--- src/rtl/seven_segment_capture.sv ---
// Receive side of a scanned 8-digit seven-segment bus: rebuilds the displayed 32-bit hex value
// from the active-low anode/cathode lines and publishes it once per complete in-order frame.
module seven_segment_capture #(
    parameter int SETTLE_CYCLES = 4
) (
    input  logic        clk_in,
    input  logic        rst_in,
    input  logic [6:0]  cat_in,
    input  logic [7:0]  an_in,
    output logic [31:0] val_out,
    output logic        valid_out,
    output logic        err_out
);

    localparam int CW = (SETTLE_CYCLES > 1) ? $clog2(SETTLE_CYCLES) : 1;
    localparam logic [CW-1:0] CNT_MAX = CW'(SETTLE_CYCLES - 1);

    typedef enum logic [1:0] {SYNC, COLLECT, PUBLISH} state_t;

    state_t        state_q, state_d;
    logic [7:0]    an_q;
    logic [6:0]    cat_q;
    logic [14:0]   prev_q;
    logic [CW-1:0] cnt_q, cnt_d;
    logic          taken_q;
    logic [31:0]   frame_q, frame_d;
    logic [2:0]    expect_q, expect_d;
    logic          publish_d, err_d;

    logic [6:0]    seg;
    logic [7:0]    sel;
    logic          same, stable, new_dwell;
    logic          blank, one_hot;
    logic [2:0]    digit;
    logic [4:0]    dec;
    logic          legal;
    logic [3:0]    nib;

    // Returns {legal, nibble}; any pattern outside the sixteen hex glyphs is illegal.
    function automatic logic [4:0] decode(input logic [6:0] s);
        case (s)
            7'h3F:   decode = 5'h10;
            7'h06:   decode = 5'h11;
            7'h5B:   decode = 5'h12;
            7'h4F:   decode = 5'h13;
            7'h66:   decode = 5'h14;
            7'h6D:   decode = 5'h15;
            7'h7D:   decode = 5'h16;
            7'h07:   decode = 5'h17;
            7'h7F:   decode = 5'h18;
            7'h6F:   decode = 5'h19;
            7'h77:   decode = 5'h1A;
            7'h7C:   decode = 5'h1B;
            7'h39:   decode = 5'h1C;
            7'h5E:   decode = 5'h1D;
            7'h79:   decode = 5'h1E;
            7'h71:   decode = 5'h1F;
            default: decode = 5'h00;
        endcase
    endfunction

    function automatic logic [2:0] digit_index(input logic [7:0] s);
        digit_index = 3'd0;
        for (int i = 0; i < 8; i++) begin
            if (s[i]) digit_index = 3'(i);
        end
    endfunction

    assign seg     = ~cat_q;
    assign sel     = ~an_q;
    assign same    = ({an_q, cat_q} == prev_q);
    assign blank   = (sel == 8'd0);
    assign one_hot = $onehot(sel);
    assign digit   = digit_index(sel);
    assign dec     = decode(seg);
    assign legal   = dec[4];
    assign nib     = dec[3:0];

    // Run length of the current sample, saturating; a dwell is acted on only once.
    always_comb begin
        cnt_d = '0;
        if (same) begin
            cnt_d = (cnt_q == CNT_MAX) ? cnt_q : cnt_q + 1'b1;
        end
    end

    assign stable    = (cnt_d == CNT_MAX);
    assign new_dwell = stable && !(same && taken_q);

    always_comb begin
        state_d   = state_q;
        frame_d   = frame_q;
        expect_d  = expect_q;
        publish_d = 1'b0;
        err_d     = 1'b0;
        case (state_q)
            SYNC: begin
                if (new_dwell && one_hot && digit == 3'd0 && legal) begin
                    frame_d  = {28'd0, nib};
                    expect_d = 3'd1;
                    state_d  = COLLECT;
                end
            end
            COLLECT: begin
                if (new_dwell && !blank) begin
                    if (one_hot && digit == expect_q && legal) begin
                        frame_d[{digit, 2'b00} +: 4] = nib;
                        if (digit == 3'd7) state_d = PUBLISH;
                        else expect_d = expect_q + 3'd1;
                    end else if (one_hot && digit == expect_q - 3'd1) begin
                        // Previous digit settling again after a glitch: not a protocol error.
                        state_d = COLLECT;
                    end else begin
                        err_d   = 1'b1;
                        frame_d = '0;
                        state_d = SYNC;
                    end
                end
            end
            PUBLISH: begin
                publish_d = 1'b1;
                state_d   = SYNC;
            end
            default: state_d = SYNC;
        endcase
    end

    always_ff @(posedge clk_in) begin
        if (rst_in) begin
            an_q      <= '1;
            cat_q     <= '1;
            prev_q    <= '1;
            cnt_q     <= '0;
            taken_q   <= 1'b0;
            state_q   <= SYNC;
            frame_q   <= '0;
            expect_q  <= '0;
            val_out   <= '0;
            valid_out <= 1'b0;
            err_out   <= 1'b0;
        end else begin
            an_q      <= an_in;
            cat_q     <= cat_in;
            prev_q    <= {an_q, cat_q};
            cnt_q     <= cnt_d;
            taken_q   <= stable;
            state_q   <= state_d;
            frame_q   <= frame_d;
            expect_q  <= expect_d;
            if (publish_d) val_out <= frame_q;
            valid_out <= publish_d;
            err_out   <= err_d;
        end
    end

endmodule

--- config.mk ---
export PLATFORM = sky130hd
export DESIGN_NAME = seven_segment_capture
export DESIGN_NICKNAME = d
export VERILOG_FILES = /design/src/rtl/seven_segment_capture.sv
export SDC_FILE = /design/constraint.sdc
export NUM_CORES = 1
export LEC_CHECK = 0
export ABC_AREA = 1
export CAP_MARGIN = 5
export CORE_MARGIN = 4
export CORE_UTILIZATION = 30
export DETAILED_ROUTE_END_ITERATION = 8
export PLACE_DENSITY = 0.56
export SLEW_MARGIN = 20
export SYNTH_ARGS = -nofsm -noshare
export SYNTH_HDL_FRONTEND = slang
export SYNTH_SLANG_ARGS = --single-unit
--- constraint.sdc ---
create_clock -name clk_in -period 9.49 [get_ports clk_in]
set_clock_uncertainty 0.15 [all_clocks]
set_input_delay 0.949 -clock clk_in [delete_from_list [all_inputs] [get_ports clk_in]]
set_output_delay 0.949 -clock clk_in [all_outputs]
set_load 0.01 [all_outputs]
Yosys cells after proc, flatten, opt, wreduce, memory -nomap -nowiden
Index checks and enable logic that the tools add are counted.
Widths: inputs -> output; s select.
{"block": "op_classes", "eq_ne": 31, "div": 0, "n_mul": 0, "n_lt_le_gt_ge": 0, "n_reduce_logical": 19, "n_addsub": 11, "mux": 29, "bitwise": 4, "shifts": 2}
{"cell": "$mux 32", "n": 4}
{"cell": "$eq 7x7->1 const B", "n": 12}
{"cell": "$pmux 5 s16", "n": 1}
{"cell": "$pmux 32 s2", "n": 1}
{"cell": "$bwmux 32", "n": 1}
{"cell": "$shift 4x7->32 const A", "n": 1}
{"cell": "$shiftx 4x7->32", "n": 1}
{"cell": "$mux 3", "n": 10}
{"cell": "$eq 15x15->1", "n": 1}
{"cell": "$eq 7x3->1 const B", "n": 2}
{"cell": "$eq 7x6->1 const B", "n": 2}
{"cell": "$mux 2", "n": 6}
{"cell": "$logic_and 1x1->1", "n": 9}
{"cell": "$add 1x1->2", "n": 4}
{"cell": "$logic_not 8->1", "n": 1}
{"cell": "$ne 2x2->1 const B", "n": 4}
{"cell": "$not 8->8", "n": 1}
{"cell": "$neg 5->7", "n": 1}
{"cell": "$not 7->7", "n": 1}
{"cell": "$add 2x2->3", "n": 2}
{"cell": "$eq 2x2->1 const B", "n": 3}
{"cell": "$eq 3x3->1", "n": 2}
{"cell": "$ne 3x3->1 const B", "n": 2}
{"cell": "$pmux 3 s2", "n": 1}
{"cell": "other kinds (18)", "n": 23}
{"block": "word_totals", "romBits": 0, "memories": 0, "ram_bits": 0, "regBits": 104, "latchBits": 0, "word_cells": 107, "in_bits": 17}

Logic depth before layout (Yosys ltp)
Gate-level depths: netlist of the first run.
{"block": "logic_depth", "word_depth": 14, "mapped_depth": 20}

Worst setup path before layout of the first run
OpenSTA, ideal clock, no wires.
{"block": "synth_timing", "kind": "flip-flop to flip-flop", "startpoint": "register an_q[0]", "endpoint": "register frame_q[18]", "period_less_slack_ns": 3.895, "t_required_ns": 9.227, "path_slack_ns": 5.595, "n_path_buf": 0, "t_arrival_ns": 3.631, "stages_incl_launch_ff": 19, "cell_sequence": "dfxtp_1 > fa_1 > inv_1 > fa_1 > fa_1 > ha_1 > inv_1 > fa_1 > nand3_1 > a21oi_1 > nand2_1 > nor2_2 > nand4_2 > inv_1 > nand2_1 > nand3_1 > nand2_1 > nand2_1 > nor2_1"}
{"block": "synth_via", "elab_chain_cells": 10}
{"item": "start: declaration", "line_no": "21", "text": "logic [7:0] an_q;"}
{"item": "start signal: assignment", "line_no": "142", "text": "an_q <= an_in;"}
{"item": "$not 8->8", "line_no": "70", "text": "assign sel = ~an_q;"}
{"item": "$add 1x1->2 (not written as such)", "line_no": "73", "text": "assign one_hot = $onehot(sel);"}
{"item": "$add 2x2->3 (not written as such)", "line_no": "73"}
{"item": "$add 3x3->4 (not written as such)", "line_no": "73"}
{"item": "$eq 4x1->1", "line_no": "73"}
{"item": "$logic_and 1x1->1 (on tied branches) (2 in a row)", "line_no": "106, 98"}
{"item": "$mux 32 or $logic_and 1x1->1 (tied branches)", "line_no": "106, 98"}
{"item": "$mux 32 or $ne 2x2->1 (tied branches)"}
{"item": "$pmux 32 s2 or $reduce_and 4->1 (tied branches)"}
{"item": "end signal: assignment", "line_no": "148", "text": "frame_q <= frame_d;"}
{"item": "end: declaration", "line_no": "26", "text": "logic [31:0] frame_q, frame_d;"}
Parallel ways exist; a longest one is shown, timed or not. The select of a mux whose other input is x is not followed.
A chain may end at the register's enable or synchronous reset.

Final worst setup path of the first run
Same ends and word-level chain as after synthesis.

==> run metrics, run 1 <==
CTS clk-pin slew, worst paths 0.07 ns; FMAX 0.212 GHz; synthesized area 4970 µm²; Post-Syn Instances 709; antenna cell count 0; WL final 11400 µm; sequential share of power 49.0%; leakage 2.79 nW; CTS Hold Buffers Added 0; Slew @ Worst Pin 0.886 ns; area delta synth->final 19.9%; status completed; worst r2r dst frame_q[18]; fin crit share 49.8%; share of cells above drive strength 1 8.62%; R2R Setup Slk 4.76 ns; Via Count 4279; vias in the first global route 3954; routability-driven placement congestion ratio 0.815; Warnings, synthesis 0; sequential area share after synthesis 41.9%; crit path capture type flip-flop; WHS Endpoint cnt_q[0]; Rows 46; first-pass GRT wire length 19100 µm; cells along the critical path fa_1, inv_1, fa_1, fa_1, ha_1, inv_1, fa_1, nand3_1, a21oi_1, nand2_1, nor2_2, nand4_2, inv_1, nand2_1, nand3_1, nand2_1, nand2_1, nor2_1; H-tree depth 3; Core ar. 16100 µm²; syn nets 741; cts repair resizes 0; VDD IR max 85.4 µV; final setup TNS 0 ns; Max-Cap Viols 0; most frequent cells in the layout nand2_1 (152), nor2_1 (135), dfxtp_1 (104); IO Pins 51; WP data required 9.59 ns; placed cell count 954; Switch Pwr 0.222 mW; non-filler cells, final 970; leading cell type in the layout, fill and taps excluded nand2_1; Worst setup SP type flip-flop; clock period minus worst slack 4.73 ns; HPWL Detailed 8250 µm; r2r startpoint an_q[0]; #FFs+latches synth 104; Final Core Density 37.1%; Post-Place Setup Slack 4.71 ns; clk sinks 104; Max clock buf depth 2; drt drc 0; Setup Buffers After CTS 0; Int Pwr 0.692 mW; CTS tree done; relative slew slack 40.9%; Die ar. 18700 µm²; antenna-violating nets left 0; final hold violation count 0; die boundary height 137 µm; root buf cell clkbuf_16; I/O Buffers 50; total CTS buffers 9; Avg Vias per Cell 4.41; Hold Crit Depth 1; Total Routing Usage GR 12.7%; R2R depth 18; router iterations before antenna repair 5; Starting Density 30.9%; clock power share 42.4%; Sw Share 24.3%; initial antenna violation count 0; pin count of the biggest net entering global routing 42; max-slew violations 0; iteration-0 DRC count of the detailed router 319; Slowest-stage cell, CP nand4_2; Design Power 0.914 mW; Hold Path Class flip-flop to flip-flop; Die W 137 µm; Worst Setup Path Type flip-flop to flip-flop; gr ovfl total 0; Final #Nets 781; Clk Latency, worst-skew pair 0.35 ns; Crit Path Max Fanout 15; final worst slack 4.76 ns; slowest stage delay, CP 0.58 ns; Distinct cells, synth 28; RSZ-0062 raised after global routing false; Logic pwr share 8.6%; WL per Instance 11.8 µm; pwr dens 153 nW/µm²; hold path start cnt_q[0]; crit path DAT 4.83 ns; average instance area after synthesis 7.01 µm²; final setup fails 0
Yosys cell counts, drive strengths merged:
master | n | area (µm²)
nor2 | 152 | 651
dfxtp | 104 | 2080
xnor2 | 2 | 17.5
o21ai | 60 | 300
nand3 | 29 | 150
nand2 | 155 | 589
ha | 11 | 138
or2 | 15 | 93.8
nor3 | 10 | 50.1
nand4 | 29 | 188
a21oi | 33 | 176
fa | 4 | 80.1
xor2 | 3 | 26.3
nand3b | 4 | 30.0
clkbuf | 17 | 63.8
clkinv | 1 | 3.75
buf | 7 | 56.3
inv | 73 | 274
power by group through the flow:
stage | Clock, mW | Combinational [mW] | Sequential (mW)
2_1_floorplan | 0 | 0.0578 | 0.457
3_3_place_gp | 0 | 0.0776 | 0.458
3_5_place_dp | 0 | 0.0784 | 0.458
4_1_cts | 0.399 | 0.0788 | 0.448
5_1_grt | 0.413 | 0.0906 | 0.449
6_report | 0.387 | 0.0783 | 0.448
flip-flops by register name, indices dropped and copies added (netlist names):
signal     count
frame_q       32
val_out       32
prev_q        15
an_q           8
cat_q          7
expect_q       3
cnt_q          2
state_q        2
err_out        1
taken_q        1
valid_out      1
critical path: cells and delay by family (launching register included):
kind | cells | cell delay [ns]
flops | 1 | 0.35
simple gates | 9 | 1.36
fa+ha+maj | 5 | 2.10
compound gates | 1 | 0.22
buf+inv | 3 | 0.45
metrics by stage:
stage / hold slack, ns / area, µm²
6_report: 0.289 / 5960
4_1_cts: 0.285 / 5960
2_1_floorplan: 0.263 / 4970
3_5_place_dp: 0.277 / 5650
3_3_place_gp: 0.273 / 5650
5_1_grt: 0.314 / 5960
cells by family after synthesis:
kind of cell             synth area share (%)
buffers and inverters                    8.01
adder cells (fa/ha/maj)                  4.38
flip-flops                               41.9
AO/OA/AOI/OAI                            9.59
AND/OR/NAND/NOR                          35.2
XOR/XNOR                                0.881
worst max path at each step:
| stage | start | to | slack [ns] | depth (start not counted) |
|---|---|---|---|---|
| finish | an_q[0] | frame_q[18] | 4.76 | 18 |
| global route | an_q[0] | frame_q[1] | 4.43 | 19 |
| CTS | an_q[0] | frame_q[18] | 4.74 | 18 |
| detailed placement | an_q[0] | frame_q[18] | 4.71 | 18 |
| global placement | an_q[0] | frame_q[16] | 4.85 | 18 |
| floorplan | an_q[0] | frame_q[18] | 5.60 | 18 |
per-layer routing:
metal | vias to the layer above | track usage [%] | part of all wire (%) | wire, µm
li1 | 2332 | - | - | -
met5 | - | 0 | 0 | 0
met4 | 0 | 4.82 | 1.8 | 200
met3 | 15 | 3.35 | 5.0 | 576
met1 | 1852 | 17.8 | 51 | 5860
met2 | 80 | 18.6 | 42 | 4780
area by class of cell:
cell class | count | area, µm²
tap | 216 | 270
inverter | 74 | 278
fill | 1692 | 10100
multi-input combinational | 507 | 2490
clock buffer | 11 | 253
clock inverter | 5 | 61.3
timing repair buffer | 53 | 523
sequential | 104 | 2080
Note: power is estimated with default switching activity, not from simulation.
==> run 2: changes to the inputs <==
- PLACE_DENSITY: 0.56 -> 0.57
- clock period: 9.49 -> 4.05 ns (I/O delays scaled with it)
==> run metrics, run 2 (synthesis results as in run 1) <==
status finished with violations; violated checks negative setup slack; Rows 46 (unchanged); vias in the first global route 4104 (+3.8%); CTS clk-pin slew, worst paths 0.07 ns (about the same); most frequent cells in the layout nand2_1 (147), nor2_1 (130), dfxtp_1 (103); crit path capture type flip-flop; leading cell type in the layout, fill and taps excluded nand2_1; Avg Vias per Cell 4.42 (+0.14%); Via Count 4360 (+1.9%); WP data required 4.18 ns (-5.41 ns); Final #Nets 798 (+2.2%); IO Pins 51 (unchanged); relative slew slack 38.2% (-2.7 points); Logic pwr share 10.1% (+1.5 points); RSZ-0062 raised after global routing true; drt drc 0 (unchanged); FMAX 0.245 GHz (+16%); H-tree depth 3 (unchanged); Clk Latency, worst-skew pair 0.35 ns (about the same); leakage 2.90 nW (+3.6%); fin crit share 101% (+51 points); sequential share of power 50.1% (+1.1 points); Int Pwr 1.56 mW (+120%); Max-Cap Viols 0 (unchanged); clock period minus worst slack 4.09 ns (-0.638 ns); router iterations before antenna repair 4 (-1); gr ovfl total 0 (unchanged); final setup TNS -0.0519 ns (-0.0519 ns); Hold Path Class flip-flop to flip-flop; WL final 11600 µm (+1.9%); crit path DAT 4.22 ns (-0.61 ns); final worst slack -0.0373 ns (-4.80 ns); first-pass GRT wire length 19400 µm (+1.4%); area delta synth->final 25.9%; Sw Share 25.6% (+1.3 points); Crit Path Max Fanout 7 (-8); iteration-0 DRC count of the detailed router 239 (-25%); HPWL Detailed 8400 µm (+1.9%); routability-driven placement congestion ratio 0.868 (+6.5%); Die ar. 18700 µm² (unchanged); clk sinks 104 (unchanged); max-slew violations 0 (unchanged); clock power share 39.7% (-2.7 points); Core ar. 16100 µm² (unchanged); root buf cell clkbuf_16; I/O Buffers 50 (unchanged); Switch Pwr 0.536 mW (+140%); Max clock buf depth 2 (unchanged); antenna cell count 0 (unchanged); pwr dens 334 nW/µm² (+120%); share of cells above drive strength 1 13.9% (+5.3 points); Total Routing Usage GR 12.8% (+0.12 points); CTS tree done; die boundary height 137 µm (unchanged); final hold violation count 0 (unchanged); VDD IR max 176 µV (+110%); pin count of the biggest net entering global routing 41 (-2.4%); Placed Area 5790 µm² (+2.5%); Worst setup SP type flip-flop; initial antenna violation count 0 (unchanged); biggest regs frame_q (32), val_out (32), prev_q (15); hold_ws 0.285 ns (-0.00365 ns); final setup fails 2 (+2); Slew @ Worst Pin 0.926 ns (+0.0405 ns); post-route design area 6250 µm² (+5.0%); antenna-violating nets left 0 (unchanged); Worst Setup Path Type flip-flop to flip-flop; Starting Density 30.9% (unchanged); total CTS buffers 9 (unchanged); WL per Instance 11.8 µm (+0.14%); Die W 137 µm (unchanged)
-- run 2: cell types whose count changed in the layout (fill, tap and decap cells not counted), sizes merged --
cell    before  now
clkbuf      11   12
clkinv       3    4
buf          3   19
bufinv       1    0
-- run 2: layer usage --
| metal | vias up | share of wire [%] | wire length [µm] | GRT usage [%] |
|---|---|---|---|---|
| li1 | 2373 | - | - | - |
| met3 | 12 | 4.2 | 491 | 2.87 |
| met5 | - | 0 | 0 | 0 |
| met1 | 1912 | 51 | 5890 | 17.5 |
| met2 | 63 | 43 | 5060 | 19.7 |
| met4 | 0 | 1.7 | 196 | 5.04 |
-- run 2: repair_timing --
item	CTS	global route
gates cloned	0	1
hold buffers	0	0
pin swaps	3	29
gates resized for setup	5	34
setup buffers	0	2
endpoints found under the setup margin	34	37
-- run 2: stage by stage --
stage	power [mW]	util [%]	cells	worst slack, ns
after floorplan	1.21	-	709	0.155
after global routing	2.19	39.0	987	-0.190
after detailed placement	1.26	36.0	968	-0.114
after global placement	1.26	36.0	968	-0.0435
final	2.09	39.0	987	-0.0373
after CTS	2.10	37.9	984	0.00101
-- run 2: final timing paths --
path         startpoint           to  slack [ns]  cells past startpoint
max reg2reg     an_q[0]  frame_q[26]       -0.04                     16
min reg2reg    cnt_q[0]     cnt_q[0]        0.29                      1
min            cnt_q[0]     cnt_q[0]        0.29                      1
max             an_q[0]  frame_q[26]       -0.04                     16
-- run 2: area by class of cell --
cell class                      instances  area, µm²
Timing Repair Buffer                   70        709
Sequential cell                       104       2080
Clock buffer                           11        243
Multi-Input combinational cell        507       2630
Tap cell                              216        270
Clock inverter                          5       40.0
Fill cell                            1663       9800
Inverter                               74        278
-- run 2: power groups by stage --
| stage | Clock [mW] | Sequential (mW) | Combinational, mW |
|---|---|---|---|
| after floorplan | 0 | 1.07 | 0.135 |
| after global placement | 0 | 1.07 | 0.188 |
| after detailed placement | 0 | 1.07 | 0.191 |
| after CTS | 0.862 | 1.05 | 0.195 |
| after global routing | 0.899 | 1.05 | 0.241 |
| final | 0.831 | 1.05 | 0.212 |
-- run 2: critical path, cell delays in order (launching register included) --
cell     delay (ns)
dfxtp_2        0.33
fa_1           0.53
inv_1          0.05
fa_1           0.45
fa_1           0.50
ha_2           0.18
inv_2          0.04
fa_2           0.52
nand3_2        0.09
a21oi_4        0.17
nand2_2        0.09
nor2_4         0.13
nand4_4        0.17
buf_12         0.22
nor2_4         0.11
nand4_1        0.14
a21oi_2        0.18
